--- src/rtl/program_loader_if.sv ---
// Purpose : groups the byte-stream handshake, program-memory write port and
//           processor/status signals between a host and program_loader.
// Ports   : start, ByteIn, ByteValid (host -> loader); ByteReady, MemWrite,
//           MemAddress, MemWriteData, CpuReset, Busy, Done, Error (loader -> host).
//           master = host/stream side, slave = loader side.
interface program_loader_if;
    logic        start;
    logic [7:0]  ByteIn;
    logic        ByteValid;
    logic        ByteReady;
    logic        MemWrite;
    logic [31:0] MemAddress;
    logic [31:0] MemWriteData;
    logic        CpuReset;
    logic        Busy;
    logic        Done;
    logic        Error;

    modport master (
        output start, ByteIn, ByteValid,
        input  ByteReady, MemWrite, MemAddress, MemWriteData,
        input  CpuReset, Busy, Done, Error
    );

    modport slave (
        input  start, ByteIn, ByteValid,
        output ByteReady, MemWrite, MemAddress, MemWriteData,
        output CpuReset, Busy, Done, Error
    );
endinterface

--- src/rtl/program_loader.sv ---
// Purpose : loads a length-prefixed big-endian byte stream into the MIPS
//           instruction memory, one 32-bit write per word, holding the CPU in
//           reset until the load has completed successfully.
// Latency : 4th byte of a word accepted at edge t -> MemWrite asserted for the
//           cycle after t; one word per 5 cycles with a continuous stream.
// Backpr. : ByteReady is a registered state decode; it drops for the single
//           WRITE cycle, so a byte held on ByteIn then is accepted next cycle.
// Ports   : clk, reset (sync, active high), bus (program_loader_if.slave).
// Option  : define PROGRAM_LOADER_CHECKSUM_EN to require a trailing mod-256
//           sum byte over the data bytes before DONE is reached.
module program_loader #(
    parameter int unsigned MEMORY_DEPTH = 32,
    parameter logic [31:0] BASE_ADDRESS = 32'h0040_0000
) (
    input  logic           clk,
    input  logic           reset,
    program_loader_if.slave bus
);
    localparam logic [2:0] S_IDLE    = 3'd0;
    localparam logic [2:0] S_LEN_HI  = 3'd1;
    localparam logic [2:0] S_LEN_LO  = 3'd2;
    localparam logic [2:0] S_COLLECT = 3'd3;
    localparam logic [2:0] S_WRITE   = 3'd4;
    localparam logic [2:0] S_DONE    = 3'd5;
    localparam logic [2:0] S_ERROR   = 3'd6;
`ifdef PROGRAM_LOADER_CHECKSUM_EN
    localparam logic [2:0] S_CHK     = 3'd7;
    // Where the load goes once all words (possibly zero) are written.
    localparam logic [2:0] S_FINAL   = S_CHK;
`else
    localparam logic [2:0] S_FINAL   = S_DONE;
`endif

    localparam logic [15:0] DEPTH_W = 16'(MEMORY_DEPTH);

    logic [2:0]  state_q, state_d;
    logic [15:0] len_q, len_d;
    logic [15:0] idx_q, idx_d;
    logic [1:0]  cnt_q, cnt_d;
    logic [31:0] word_q, word_d;
    logic        byte_ready_q, rdy_d;
    logic        busy_q, busy_d;
    logic        mem_write_q;
    logic [31:0] mem_addr_q;
    logic [31:0] mem_data_q;
    logic        cpu_reset_q;
    logic        done_q;
    logic        error_q;
    logic        xfer;
`ifdef PROGRAM_LOADER_CHECKSUM_EN
    logic [7:0]  sum_q, sum_d;
`endif

    assign xfer = byte_ready_q & bus.ByteValid;

    always_comb begin
        state_d = state_q;
        len_d   = len_q;
        idx_d   = idx_q;
        cnt_d   = cnt_q;
        word_d  = word_q;
`ifdef PROGRAM_LOADER_CHECKSUM_EN
        sum_d   = sum_q;
`endif
        case (state_q)
            S_IDLE, S_DONE, S_ERROR: begin
                if (bus.start) begin
                    state_d = S_LEN_HI;
                    len_d   = 16'd0;
                    idx_d   = 16'd0;
                    cnt_d   = 2'd0;
`ifdef PROGRAM_LOADER_CHECKSUM_EN
                    sum_d   = 8'd0;
`endif
                end
            end
            S_LEN_HI: begin
                if (xfer) begin
                    len_d[15:8] = bus.ByteIn;
                    state_d     = S_LEN_LO;
                end
            end
            S_LEN_LO: begin
                if (xfer) begin
                    len_d[7:0] = bus.ByteIn;
                    if (len_d == 16'd0)
                        state_d = S_FINAL;
                    else if (len_d > DEPTH_W)
                        state_d = S_ERROR;
                    else
                        state_d = S_COLLECT;
                end
            end
            S_COLLECT: begin
                if (xfer) begin
                    // Big-endian: first byte of a word lands in [31:24].
                    case (cnt_q)
                        2'd0:    word_d[31:24] = bus.ByteIn;
                        2'd1:    word_d[23:16] = bus.ByteIn;
                        2'd2:    word_d[15:8]  = bus.ByteIn;
                        default: word_d[7:0]   = bus.ByteIn;
                    endcase
                    cnt_d = cnt_q + 2'd1;
                    if (cnt_q == 2'd3)
                        state_d = S_WRITE;
`ifdef PROGRAM_LOADER_CHECKSUM_EN
                    sum_d = sum_q + bus.ByteIn;
`endif
                end
            end
            S_WRITE: begin
                idx_d   = idx_q + 16'd1;
                state_d = (idx_d == len_q) ? S_FINAL : S_COLLECT;
            end
`ifdef PROGRAM_LOADER_CHECKSUM_EN
            S_CHK: begin
                if (xfer)
                    state_d = (bus.ByteIn == sum_q) ? S_DONE : S_ERROR;
            end
`endif
            default: state_d = S_IDLE;
        endcase

        // Status outputs are registered decodes of the next state so they
        // line up with state_q on every cycle.
        rdy_d = (state_d == S_LEN_HI) || (state_d == S_LEN_LO) ||
                (state_d == S_COLLECT);
`ifdef PROGRAM_LOADER_CHECKSUM_EN
        if (state_d == S_CHK)
            rdy_d = 1'b1;
`endif
        busy_d = rdy_d || (state_d == S_WRITE);
    end

    always_ff @(posedge clk) begin
        if (reset) begin
            state_q      <= S_IDLE;
            len_q        <= 16'd0;
            idx_q        <= 16'd0;
            cnt_q        <= 2'd0;
            word_q       <= 32'd0;
            byte_ready_q <= 1'b0;
            busy_q       <= 1'b0;
            mem_write_q  <= 1'b0;
            mem_addr_q   <= 32'd0;
            mem_data_q   <= 32'd0;
            cpu_reset_q  <= 1'b1;
            done_q       <= 1'b0;
            error_q      <= 1'b0;
`ifdef PROGRAM_LOADER_CHECKSUM_EN
            sum_q        <= 8'd0;
`endif
        end else begin
            state_q      <= state_d;
            len_q        <= len_d;
            idx_q        <= idx_d;
            cnt_q        <= cnt_d;
            word_q       <= word_d;
            byte_ready_q <= rdy_d;
            busy_q       <= busy_d;
            mem_write_q  <= (state_d == S_WRITE);
            // Address uses the index before the WRITE-cycle increment.
            if (state_d == S_WRITE) begin
                mem_addr_q <= BASE_ADDRESS + (32'(idx_q) << 2);
                mem_data_q <= word_d;
            end
            cpu_reset_q  <= (state_d != S_DONE);
            done_q       <= (state_d == S_DONE);
            error_q      <= (state_d == S_ERROR);
`ifdef PROGRAM_LOADER_CHECKSUM_EN
            sum_q        <= sum_d;
`endif
        end
    end

    assign bus.ByteReady    = byte_ready_q;
    assign bus.MemWrite     = mem_write_q;
    assign bus.MemAddress   = mem_addr_q;
    assign bus.MemWriteData = mem_data_q;
    assign bus.CpuReset     = cpu_reset_q;
    assign bus.Busy         = busy_q;
    assign bus.Done         = done_q;
    assign bus.Error        = error_q;
endmodule

--- src/flat_wrapper.sv ---
// flat-port wrapper written by rule: the top's interface ports become plain ports
module program_loader_flat 
#(
    parameter int unsigned MEMORY_DEPTH = 32,
    parameter logic [31:0] BASE_ADDRESS = 32'h0040_0000
)
  (clk, reset, bus_start, bus_ByteIn, bus_ByteValid, bus_ByteReady, bus_MemWrite, bus_MemAddress, bus_MemWriteData, bus_CpuReset, bus_Busy, bus_Done, bus_Error);
  program_loader_if bus_i ();
  input  logic clk;
  input  logic reset;
  input wire logic [$bits(bus_i.start)-1:0] bus_start;
  input wire logic [$bits(bus_i.ByteIn)-1:0] bus_ByteIn;
  input wire logic [$bits(bus_i.ByteValid)-1:0] bus_ByteValid;
  output wire logic [$bits(bus_i.ByteReady)-1:0] bus_ByteReady;
  output wire logic [$bits(bus_i.MemWrite)-1:0] bus_MemWrite;
  output wire logic [$bits(bus_i.MemAddress)-1:0] bus_MemAddress;
  output wire logic [$bits(bus_i.MemWriteData)-1:0] bus_MemWriteData;
  output wire logic [$bits(bus_i.CpuReset)-1:0] bus_CpuReset;
  output wire logic [$bits(bus_i.Busy)-1:0] bus_Busy;
  output wire logic [$bits(bus_i.Done)-1:0] bus_Done;
  output wire logic [$bits(bus_i.Error)-1:0] bus_Error;
  assign bus_i.start = bus_start;
  assign bus_i.ByteIn = bus_ByteIn;
  assign bus_i.ByteValid = bus_ByteValid;
  assign bus_ByteReady = bus_i.ByteReady;
  assign bus_MemWrite = bus_i.MemWrite;
  assign bus_MemAddress = bus_i.MemAddress;
  assign bus_MemWriteData = bus_i.MemWriteData;
  assign bus_CpuReset = bus_i.CpuReset;
  assign bus_Busy = bus_i.Busy;
  assign bus_Done = bus_i.Done;
  assign bus_Error = bus_i.Error;
  program_loader #(.MEMORY_DEPTH(MEMORY_DEPTH), .BASE_ADDRESS(BASE_ADDRESS)) u_core (.clk(clk), .reset(reset), .bus(bus_i));
endmodule
--- config.mk ---
export PLATFORM = sky130hd
export DESIGN_NAME = program_loader_flat
export DESIGN_NICKNAME = d
export VERILOG_FILES = /design/src/rtl/program_loader_if.sv /design/src/rtl/program_loader.sv /design/src/flat_wrapper.sv
export SDC_FILE = /design/constraint.sdc
export NUM_CORES = 1
export LEC_CHECK = 0
export CORE_MARGIN = 1.5
export CORE_UTILIZATION = 50
export CTS_BUF_LIST = sky130_fd_sc_hd__clkbuf_16
export DETAILED_ROUTE_END_ITERATION = 16
export PLACE_DENSITY = 0.85
export SYNTH_ARGS = -nofsm -noshare
export SYNTH_HDL_FRONTEND = slang
export SYNTH_SLANG_ARGS = --single-unit
--- constraint.sdc ---
create_clock -name clk -period 3.1 [get_ports clk]
set_clock_uncertainty 0.1 [all_clocks]
set_input_delay 0.62 -clock clk [delete_from_list [all_inputs] [get_ports clk]]
set_output_delay 0.62 -clock clk [all_outputs]
set_load 0.05 [all_outputs]
# Word-level counts from Yosys, hierarchy flattened
# Index checks and enable logic that the tools add are counted.
# word_totals
register_bits,139
out_inout_bits,70
word_cells,79
# classes
add_sub_neg,3
order_cmp,1
eq_ne,21
muxes,23
n_bitwise,1
reduce_logical,16
# op_table
op,count
32-bit 2-to-1 mux,2
8-bit 2-to-1 mux,5
16-bit case mux with 2 select lines,1
8-bit case mux with 2 select lines,2
"23-bit by 18-bit adder with 24-bit output, first input constant",1
3-bit 2-to-1 mux,8
"3-bit equality test, second input constant",6
"16-bit by 1-bit adder with 16-bit output, second input constant",1
16-bit equality test,1
"16-bit by 6-bit > comparator with 1-bit output, second input constant",1
16-bit zero test,1
16-bit 2-to-1 mux,1
3-bit case mux with 5 select lines,1
"3-bit by 2-bit equality test with 1-bit output, second input constant",4
3-bit AND reduction,3
2-bit nonzero test,4
"3-bit by 1-bit equality test with 1-bit output, second input constant",2
"2-bit by 1-bit inequality test with 1-bit output, second input constant",3
3-bit OR reduction,2
"2-bit equality test, second input constant",2
2-bit 2-to-1 mux,2
2-bit case mux with 2 select lines,1
3-bit zero test,1
1-bit logical OR,3
other kinds (7),7

# Longest topological paths before layout
# Gate-level depths: netlist of run 1.
# depth
word_depth,9
mapped_depth,9

# Least setup slack after synthesis of run 1
# No wires, ideal clock.
# synth_timing
path_kind,register -> register
startpoint,register u_core.idx_q[1]
endpoint,register u_core.busy_q (netlist: u_core.bus.Busy)
setup_time_ps,130
arrival_ps,2019
t_required_ps,2870
setup_slack_ps,851
stages_incl_launch_ff,9
synth_period_minus_slack_ps,2249
path_cell_list,dfxtp_1 ha_1 buf_4 nand3_4 or4_4 a2111oi_4 nand4_1 o21ai_2 o22ai_1
# synth_between
elab_chain_cells,8
# synth_rtl
item,line,source
start: declaration,program_loader.sv:38,"logic [15:0] idx_q, idx_d;"
start signal: assignment,program_loader.sv:156,idx_q <= idx_d;
16-bit by 1-bit adder with 16-bit output *,program_loader.sv:112,idx_d = idx_q + 16'd1;
16-bit equality test *,program_loader.sv:113,state_d = (idx_d == len_q) ? S_FINAL : S_COLLECT;
3-bit 2-to-1 mux *,program_loader.sv:113,
3-bit case mux with 5 select lines *,program_loader.sv:65,case (state_q)
3-bit by 1-bit equality test with 1-bit output / 3-bit by 2-bit equality test with 1-bit output (equally long branches),program_loader.sv:126,rdy_d = (state_d == S_LEN_HI) || (state_d == S_LEN_LO) ||
1-bit logical OR (2 in series),program_loader.sv:126,
1-bit logical OR *,program_loader.sv:132,busy_d = rdy_d || (state_d == S_WRITE);
end signal: assignment,program_loader.sv:160,busy_q <= busy_d;
end: declaration,program_loader.sv:42,"logic busy_q, busy_d;"
# Mark *: on every way between the ends. The rest lies on a longest branch, timed or not.
# A chain may end at the register's enable or synchronous reset.

# Final worst setup path of run 1
# layout_timing
startpoint,register u_core.idx_q[0]
endpoint,register u_core.busy_q (netlist: u_core.bus.Busy)
# The elaborated chain is that of the path after synthesis.

==> summary.txt, run 1 <==
Logic synthesis
  • Netlist cell types: 56
  • Primary FF master, synth: dfxtp_1
  • Synth Cell Area: 5202 µm²
  • Dominant cell type by area after synthesis: dfxtp_1
  • Post-synth EDFFs: 0
  • Synth Instances: 623
  • Synth area leaders: dfxtp_1 45%, nand2_1 6.7%, nor2_1 6.3%
  • Syn_area_per_cell: 8.351 µm²
  • Synth top area share: 0.4464
  • YS warnings: 0
  • Top cells by count, synth: 116 x dfxtp_1, 93 x nand2_1, 87 x nor2_1, 57 x a21oi_1, 32 x clkbuf_1
  • Cell with the most instances after synthesis: dfxtp_1
  • Yosys reg bits: between 100 and 150
  • Async S/R FF share, synth: 0
  • Sequential-to-total area share from yosys stat: 0.4464

Timing
  • Final hold violations: 0
  • Slew Viols, Final: 0
  • Fmax: 348.5 MHz
  • Final period util: 0.9257
  • Unrepaired setup endpoints after global routing: false
  • # setup viols final: 0
  • Rel. slew slack: 0.4404
  • Slew @ Worst Pin: roughly 0.83 ns
  • Tmin final: around 2.9 ns
  • Setup TNS: 0 ns

Drt
  • DRT Wirelength: between 10 and 15 mm
  • Drt first pass iters: 5
  • Metal-1 WL: 5.512 mm
  • Met2 wire length: a little under 7 mm
  • Drt wl/cell: 16.72 µm
  • DRC: 0
  • 1st-iter DRT viols: 273
  • Via count: 4,696
  • Met3 wire length: 997 µm
  • Vias/cell: between 5 and 6
  • Top sig layer: met4
  • Antenna violation net count after detailed routing: 0

Power
  • Peak VDD IR: 413.1 µV
  • Pleak: 2.480 nW
  • NetSw: 0.8781 mW
  • Comb power frac: 0.062
  • PwrDens: 547.9 nW/µm²
  • Final Power: ~3.5 mW
  • Pint: about 2.6 mW
  • Clk network pwr share: 0.508
  • Sequential share of power: 0.429
  • Switch share: 0.2489

Layout
  • Fill cells: 859
  • Share of cells above drive strength 1: 0.07994
  • Design area: 6439 µm²
  • Final net count: 692
  • Area Growth Syn to Fin: 23.76%
  • Non-Filler Instances: between 800 and 900
  • Fin util: 0.6293
  • Antenna cells: 0

Placed design
  • Area post-placement: 5896 µm²
  • Port Buf Inserts: 66
  • GP Congestion: 0.9084
  • Placed Cells: around 790
  • Post-DP HPWL: 9.009 mm

Global route
  • GRT Util Overall: 0.2588
  • Initial antenna violation count: 0
  • Largest net degree at the start of global routing: 74
  • Congestion Overflow GR: 0
  • First-pass GRT wire length: roughly 22 mm
  • Vias in the first global route: 4,609

Setup path
  • Critical Path Sink Type: register
  • Critical path type: reg -> reg
  • WP data arrival: ~3 ns
  • Worst EP required: approximately 3.3 ns
  • Worst-path maximum fanout: 8
  • Setup crit start kind: register

Floorplan
  • Die Y-Extent: 105.0 µm
  • Initial cell density of the core: 0.5085
  • Std-Cell Rows: 37
  • Die area: 11,030 µm²
  • Die width: 105.0 µm
  • # IOs: 82
  • Core area: between 10,000 and 15,000 µm²

Clock tree
  • Post-cts hold buffer count: 0
  • CTS Root Cell: clkbuf_16
  • Reg clk slew, reported paths: about 0.050 ns
  • H-tree depth: 4
  • Clock sinks: 116
  • Max Buffers Root-to-Sink: 2
  • Num CTS Buffers: 17
  • Clk_lat worst skew: 0.41 ns
  • CTS tree: done
  • Post-CTS sizing: 0
  • Setup bufs post-CTS: 0

Hold path
  • Min-delay worst type: reg -> reg

Status
  • Status: complete, no violations

Job
  • Max Cap Viol: 0
layout by cell type (no fill, tap or decap), types with 3 or more instances in the layout:
master and n:
conb_1 15, nor2_1 87, nand3_1 17, a21oi_1 57, xor2_1 9, o22ai_1 4, o21ai_0 12, clkbuf_16 17
dfxtp_1 116, buf_4 14, and3_1 12, a31oi_1 12, or4_1 4, a21o_1 3, a311oi_1 5, clkdlybuf4s50_1 65
nor3_1 6, nand4_1 6, inv_1 8, nor2b_1 3, ha_1 5, xnor2_1 9, a211oi_1 27, clkinv_2 4
clkinvlp_4 4, and4_1 5, mux2i_1 26, and2_1 4, nand2_1 93
power groups by stage:
| stage | Clock, mW | Sequential (mW) | Combinational, mW |
|---|---|---|---|
| after detailed placement | 0 | 1.55 | 0.214 |
| final | 1.79 | 1.52 | 0.220 |
| after floorplan | 0 | 1.55 | 0.154 |
| after global placement | 0 | 1.55 | 0.208 |
| after CTS | 1.81 | 1.51 | 0.216 |
| after global routing | 1.89 | 1.52 | 0.233 |
flip-flops by register name, indices dropped and copies added, names as in the netlist:
| register | cells |
|---|---|
| u_core.bus.Busy | 1 |
| u_core.bus.Error | 1 |
| u_core.bus.CpuReset | 1 |
| u_core.idx_q | 16 |
| u_core.bus.MemWriteData | 32 |
| u_core.bus.MemWrite | 1 |
| u_core.state_q | 3 |
| u_core.len_q | 16 |
| u_core.bus.ByteReady | 1 |
| u_core.bus.MemAddress | 17 |
| u_core.bus.Done | 1 |
| u_core.word_q | 24 |
| u_core.cnt_q | 2 |
cells by family after synthesis:
family | count (synthesis) | synth area share
compound gates | 136 | 0.1684
xor+xnor | 18 | 0.03030
fa+ha+maj | 5 | 0.01203
buf+inv | 68 | 0.06806
flops | 116 | 0.4464
mux | 26 | 0.05002
other cells | 1 | 0.0007208
simple gates | 253 | 0.2241
layout make-up:
type / instances / area (µm²) / share of cell area
clock buffer: 17 / 425.4 / 0.06607
timing repair buffer: 81 / 795.8 / 0.1236
inverter: 6 / 22.52 / 0.003498
multi-input combinational: 453 / 2585 / 0.4015
sequential: 116 / 2322 / 0.3607
clock inverter: 15 / 117.6 / 0.01827
tap: 136 / 170.2 / 0.02643
per-stage QoR:
stage          setup slack, ns  hold WS (ns)
6_report                0.2305        0.3520
5_1_grt                0.04634        0.3740
4_1_cts                 0.2330        0.3549
3_5_place_dp            0.1776        0.3476
3_3_place_gp            0.3060        0.3412
2_1_floorplan           0.8506        0.3511
routing by layer:
metal  vias to the layer above  GRT usage
met5                         -          0
met4                         0     0.1008
met3                        34    0.07361
met2                       230     0.4510
met1                      2187     0.2984
li1                       2245          -
final timing paths:
kind	endpoint	slack, ns	cells past startpoint	start
worst max-delay path	u_core.bus.Busy	0.23	8	u_core.idx_q[0]
worst min-delay path	u_core.bus.MemAddress[14]	0.35	2	u_core.bus.MemAddress[14]
worst max register to register	u_core.bus.Busy	0.23	8	u_core.idx_q[0]
worst min register to register	u_core.bus.MemAddress[14]	0.35	2	u_core.bus.MemAddress[14]
worst max-delay path, stage by stage (launching register included):
cell and delay [ns]:
dfxtp_1 0.49, ha_1 0.39, nand2_1 0.18, o41ai_2 0.42, o21ai_1 0.18, a2111oi_4 0.34, nand4_1 0.24, o21ai_2 0.28
o22ai_1 0.12
Power figures use the tool's default switching activity.
==> inputs of run 2 (changes only) <==
CORE_MARGIN = default   (was 1.5)
==> summary.txt, run 2 (same netlist as run 1, synthesis figures left out) <==
Status
  • Status: complete, no violations

Timing
  • Rel. slew slack: 0.5363
  • # setup viols final: 0
  • Final period util: 0.8819
  • Final hold violations: 0
  • Slew Viols, Final: 0
  • Setup TNS: 0 ns
  • Fmax: 365.8 MHz
  • Unrepaired setup endpoints after global routing: false
  • Tmin final: 2.734 ns
  • Slew @ Worst Pin: 0.6939 ns

Floorplan
  • Die Y-Extent: 104.0 µm
  • Initial cell density of the core: 0.5250
  • Die width: about 100 µm
  • Core area: 9910 µm²
  • # IOs: 82
  • Die area: approximately 11,000 µm²
  • Std-Cell Rows: 36

Setup path
  • Critical Path Sink Type: register
  • Worst EP required: approximately 3.3 ns
  • WP data arrival: 2.90 ns
  • Chain of cells forming the critical path: ha_1, nand3_4, or4_4, a2111oi_4, nand4_1, o21ai_2, o22ai_1
  • Max incr delay on CP: 0.52 ns
  • Setup crit start kind: register
  • Crit path max-delay family: simple AND/OR/NAND/NOR gates
  • Critical path type: reg -> reg
  • Total buffers and inverters traversed by the critical path: 0
  • Worst-path maximum fanout: 9
  • Crit-path slowest cell: or4_4

Layout
  • Largest register FFs: 32
  • Most common cell after layout, fill and taps aside: dfxtp_1
  • Area Growth Syn to Fin: 24.12%
  • Area of the multi-input gates: roughly 2600 µm²
  • Reg area: approximately 2300 µm²
  • Final net count: 693
  • Antenna cells: 0
  • Fin util: 0.6516
  • Fill cells: between 700 and 800
  • Most frequent cells in the layout: 116 x dfxtp_1, 93 x nand2_1, 87 x nor2_1, 65 x clkdlybuf4s50_1, 57 x a21oi_1
  • Share of cells above drive strength 1: 0.08430

Clock tree
  • Clk_lat worst skew: 0.41 ns
  • Post-CTS sizing: 0
  • H-tree depth: 4
  • Setup bufs post-CTS: 0
  • CTS Root Cell: clkbuf_16
  • CTS tree: done
  • Num CTS Buffers: 17
  • Max Buffers Root-to-Sink: 2
  • Post-cts hold buffer count: 0
  • Reg clk slew, reported paths: 0.06 ns
  • Clock sinks: 116

Drt
  • Vias/cell: roughly 5.7
  • Via count: 4,716
  • DRC: 0
  • Drt wl/cell: approximately 17 µm
  • Antenna violation net count after detailed routing: 0
  • 1st-iter DRT viols: 278
  • DRT Wirelength: 13.79 mm
  • Drt first pass iters: 5

Hold path
  • Min-delay worst type: reg -> reg

Placed design
  • Post-DP HPWL: just over 9 mm
  • Port Buf Inserts: 66
  • GP Congestion: 0.9590

Global route
  • First-pass GRT wire length: 22.55 mm
  • Largest net degree at the start of global routing: 69
  • Vias in the first global route: between 4k and 5k
  • Initial antenna violation count: 0
  • GRT Util Overall: 0.2587
  • Congestion Overflow GR: 0

Job
  • Max Cap Viol: 0

Power
  • Pleak: 2.486 nW
  • Peak VDD IR: 343.3 µV
  • PwrDens: 551.0 nW/µm²
[run 2: cell type report]
cell class	count	area share
multi-input cells	453	0.4003
flip-flops and latches	116	0.3596
repair buffers	82	0.1244
clock buffers	17	0.06588
well taps	133	0.02577
clock inverters	14	0.02054
inverters	6	0.003488
[run 2: routing by layer]
layer  vias to the layer above  track usage  routed length [µm]
li1                       2255            -                   -
met1                      2210       0.2999                5618
met2                       208       0.4457                6805
met3                        43      0.05764                 911
met4                         0       0.1337                 454
met5                         -            0                   0
[run 2: tightest hold or removal path, delay by kind of cell, from the launching register on]
family | cells | cell delay, ns
AO/OA/AOI/OAI | 1 | 0.05
AND/OR/NAND/NOR | 1 | 0.05
flip-flops | 1 | 0.30
[run 2: final timing paths]
kind                                  start                   endpoint  slack [ns]  cells after the start
setup / recovery            u_core.idx_q[0]            u_core.bus.Busy        0.37                      7
setup reg to reg            u_core.idx_q[0]            u_core.bus.Busy        0.37                      7
hold reg to reg   u_core.bus.MemAddress[15]  u_core.bus.MemAddress[15]        0.35                      2
hold / removal    u_core.bus.MemAddress[15]  u_core.bus.MemAddress[15]        0.35                      2
[run 2: stage by stage]
| step | hold WS, ns | power (mW) | cells | cell area [µm²] | worst slack (ns) |
|---|---|---|---|---|---|
| after floorplan | 0.3511 | 1.706 | 637 | 5255 | 0.8506 |
| after global placement | 0.3414 | 1.754 | 790 | 5899 | 0.2671 |
| after detailed placement | 0.3469 | 1.759 | 790 | 5899 | 0.1851 |
| after CTS | 0.3545 | 3.564 | 821 | 6457 | 0.4072 |
| after global routing | 0.3700 | 3.662 | 821 | 6457 | 0.1563 |
| final | 0.3507 | 3.558 | 821 | 6457 | 0.3662 |
[run 2: power by group]
part | switching, mW | total [mW] | internal [mW]
clock | 0.721 | 1.82 | 1.10
sequential | 0.0137 | 1.52 | 1.50
combinational | 0.160 | 0.218 | 0.0581
==> inputs of run 3 (changes only) <==
ABC_CLOCK_PERIOD_IN_PS = 3100   (was default)
CORE_MARGIN = 2   (was default)
CTS_CLUSTER_DIAMETER = 200   (was default)
==> summary.txt, run 3 (same netlist as run 1, synthesis figures left out) <==
Floorplan
  • Initial cell density of the core: 0.5085
  • Std-Cell Rows: 37
  • Die Y-Extent: between 100 and 150 µm
  • # IOs: between 80 and 90
  • Core area: roughly 10,000 µm²
  • Die width: 106.0 µm
  • Die area: between 10,000 and 15,000 µm²

Placed design
  • Area post-placement: ~5900 µm²
  • Post-DP HPWL: 8.922 mm
  • Port Buf Inserts: 66
  • GP Congestion: 0.9074
  • Placed Cells: a little under 800
  • Post-Place Worst Slack: 0.3023 ns

Clock tree
  • Max Buffers Root-to-Sink: 2
  • CTS Root Cell: clkbuf_16
  • Clk_lat worst skew: 0.40 ns
  • CTS tree: done
  • H-tree depth: 4
  • Clock sinks: 116
  • Num CTS Buffers: 17
  • Post-cts hold buffer count: 0
  • Reg clk slew, reported paths: roughly 0.06 ns
  • Post-CTS sizing: 0
  • Setup bufs post-CTS: 0

Global route
  • Initial antenna violation count: 0
  • Largest net degree at the start of global routing: 74
  • Vias in the first global route: 4,513
  • Congestion Overflow GR: 0
  • GRT Util Overall: 0.2454
  • First-pass GRT wire length: 21.97 mm

Layout
  • Area Growth Syn to Fin: 24.24%
  • Largest register FFs: 32
  • Reg area: 2322 µm²
  • Fill cells: 825
  • Antenna cells: 0
  • Final net count: 693
  • Most common cell after layout, fill and taps aside: dfxtp_1
  • Most frequent cells in the layout: 116 x dfxtp_1, 93 x nand2_1, 87 x nor2_1, 65 x clkdlybuf4s50_1, 57 x a21oi_1
  • Non-Filler Instances: 825
  • Share of cells above drive strength 1: 0.08418
  • Design area: 6464 µm²
  • Area of the multi-input gates: 2585 µm²

Setup path
  • Critical Path Sink Type: register
  • Worst EP required: about 3.3 ns
  • Setup crit start kind: register
  • Worst-path maximum fanout: 9
  • Worst Setup SP: u_core.idx_q[0]
  • RR Startpoint: u_core.idx_q[0]
  • Critical path type: reg -> reg
  • WP data arrival: between 2 and 3 ns

Hold path
  • Min-delay worst type: reg -> reg
  • Min-delay src: u_core.bus.MemWriteData[2]

Power
  • Clk network pwr share: 0.512
  • Switch share: 0.2486
  • Pint: around 2.7 mW
  • Pleak: 2.501 nW
  • Sequential share of power: 0.427
  • Comb power frac: 0.061
  • PwrDens: about 550 nW/µm²
  • NetSw: a little under 0.9 mW
  • Final Power: 3.549 mW
  • Peak VDD IR: between 400 and 500 µV

Timing
  • Final hold violations: 0
  • # setup viols final: 0
  • Unrepaired setup endpoints after global routing: false
  • Fmax: 359.2 MHz
  • Setup TNS: 0 ns
  • Rel. slew slack: 0.4733
  • Slew Viols, Final: 0
  • Final worst slack: 0.3158 ns
  • Tmin final: 2.784 ns
  • Final period util: 0.8981
  • Slew @ Worst Pin: 0.7881 ns

Status
  • Status: complete, no violations

Drt
  • Vias/cell: 5.644
  • Drt first pass iters: 6
  • DRT Wirelength: 13.50 mm
  • Via count: 4,656
  • Drt wl/cell: 16.37 µm
  • DRC: 0
  • Antenna violation net count after detailed routing: 0
  • 1st-iter DRT viols: 379

Job
  • Max Cap Viol: 0
## run 3: cell count changes in the layout (fill, tap and decap cells not counted)
cell | previous run | this run
inv_1 | 6 | 7
clkinv_2 | 2 | 3
inv_6 | 2 | 3
clkinvlp_4 | 3 | 1
## run 3: final cells by class
class	instances	area share
well taps	136	0.02633
multi-input cells	453	0.3999
repair buffers	82	0.1243
inverters	6	0.003484
flip-flops and latches	116	0.3593
clock buffers	17	0.06581
clock inverters	15	0.02091
## run 3: final timing paths
check	to	slack, ns	depth (start not counted)
worst max-delay path	u_core.bus.Busy	0.32	7
worst min-delay path	u_core.bus.MemWriteData[2]	0.35	2
worst max register to register	u_core.bus.Busy	0.32	7
worst min register to register	u_core.bus.MemWriteData[2]	0.35	2
## run 3: power by group through the flow
| stage | Clock [mW] | Combinational, mW | Sequential, mW |
|---|---|---|---|
| finish | 1.82 | 0.217 | 1.52 |
| global route | 1.91 | 0.230 | 1.52 |
| CTS | 1.83 | 0.214 | 1.51 |
| detailed placement | 0 | 0.211 | 1.55 |
| global placement | 0 | 0.209 | 1.55 |
| floorplan | 0 | 0.154 | 1.55 |
## run 3: through the flow
stage | utilization | hold WS (ns)
2_1_floorplan | - | 0.3511
3_3_place_gp | 0.5770 | 0.3423
3_5_place_dp | 0.5770 | 0.3511
4_1_cts | 0.6318 | 0.3572
5_1_grt | 0.6318 | 0.3727
6_report | 0.6318 | 0.3546
## run 3: routing by layer
metal  track usage  share of wire
met2        0.4235           0.50
met3       0.06376          0.062
met5             0              0
met4        0.1081          0.030
met1        0.2868           0.41
## run 3: critical path: stages (launching register included)
cell and delay (ns):
dfxtp_1 0.48, ha_1 0.45, nand3_4 0.13, or4_4 0.52, a2111oi_4 0.36, nand4_1 0.23, o21ai_2 0.24, o22ai_1 0.13
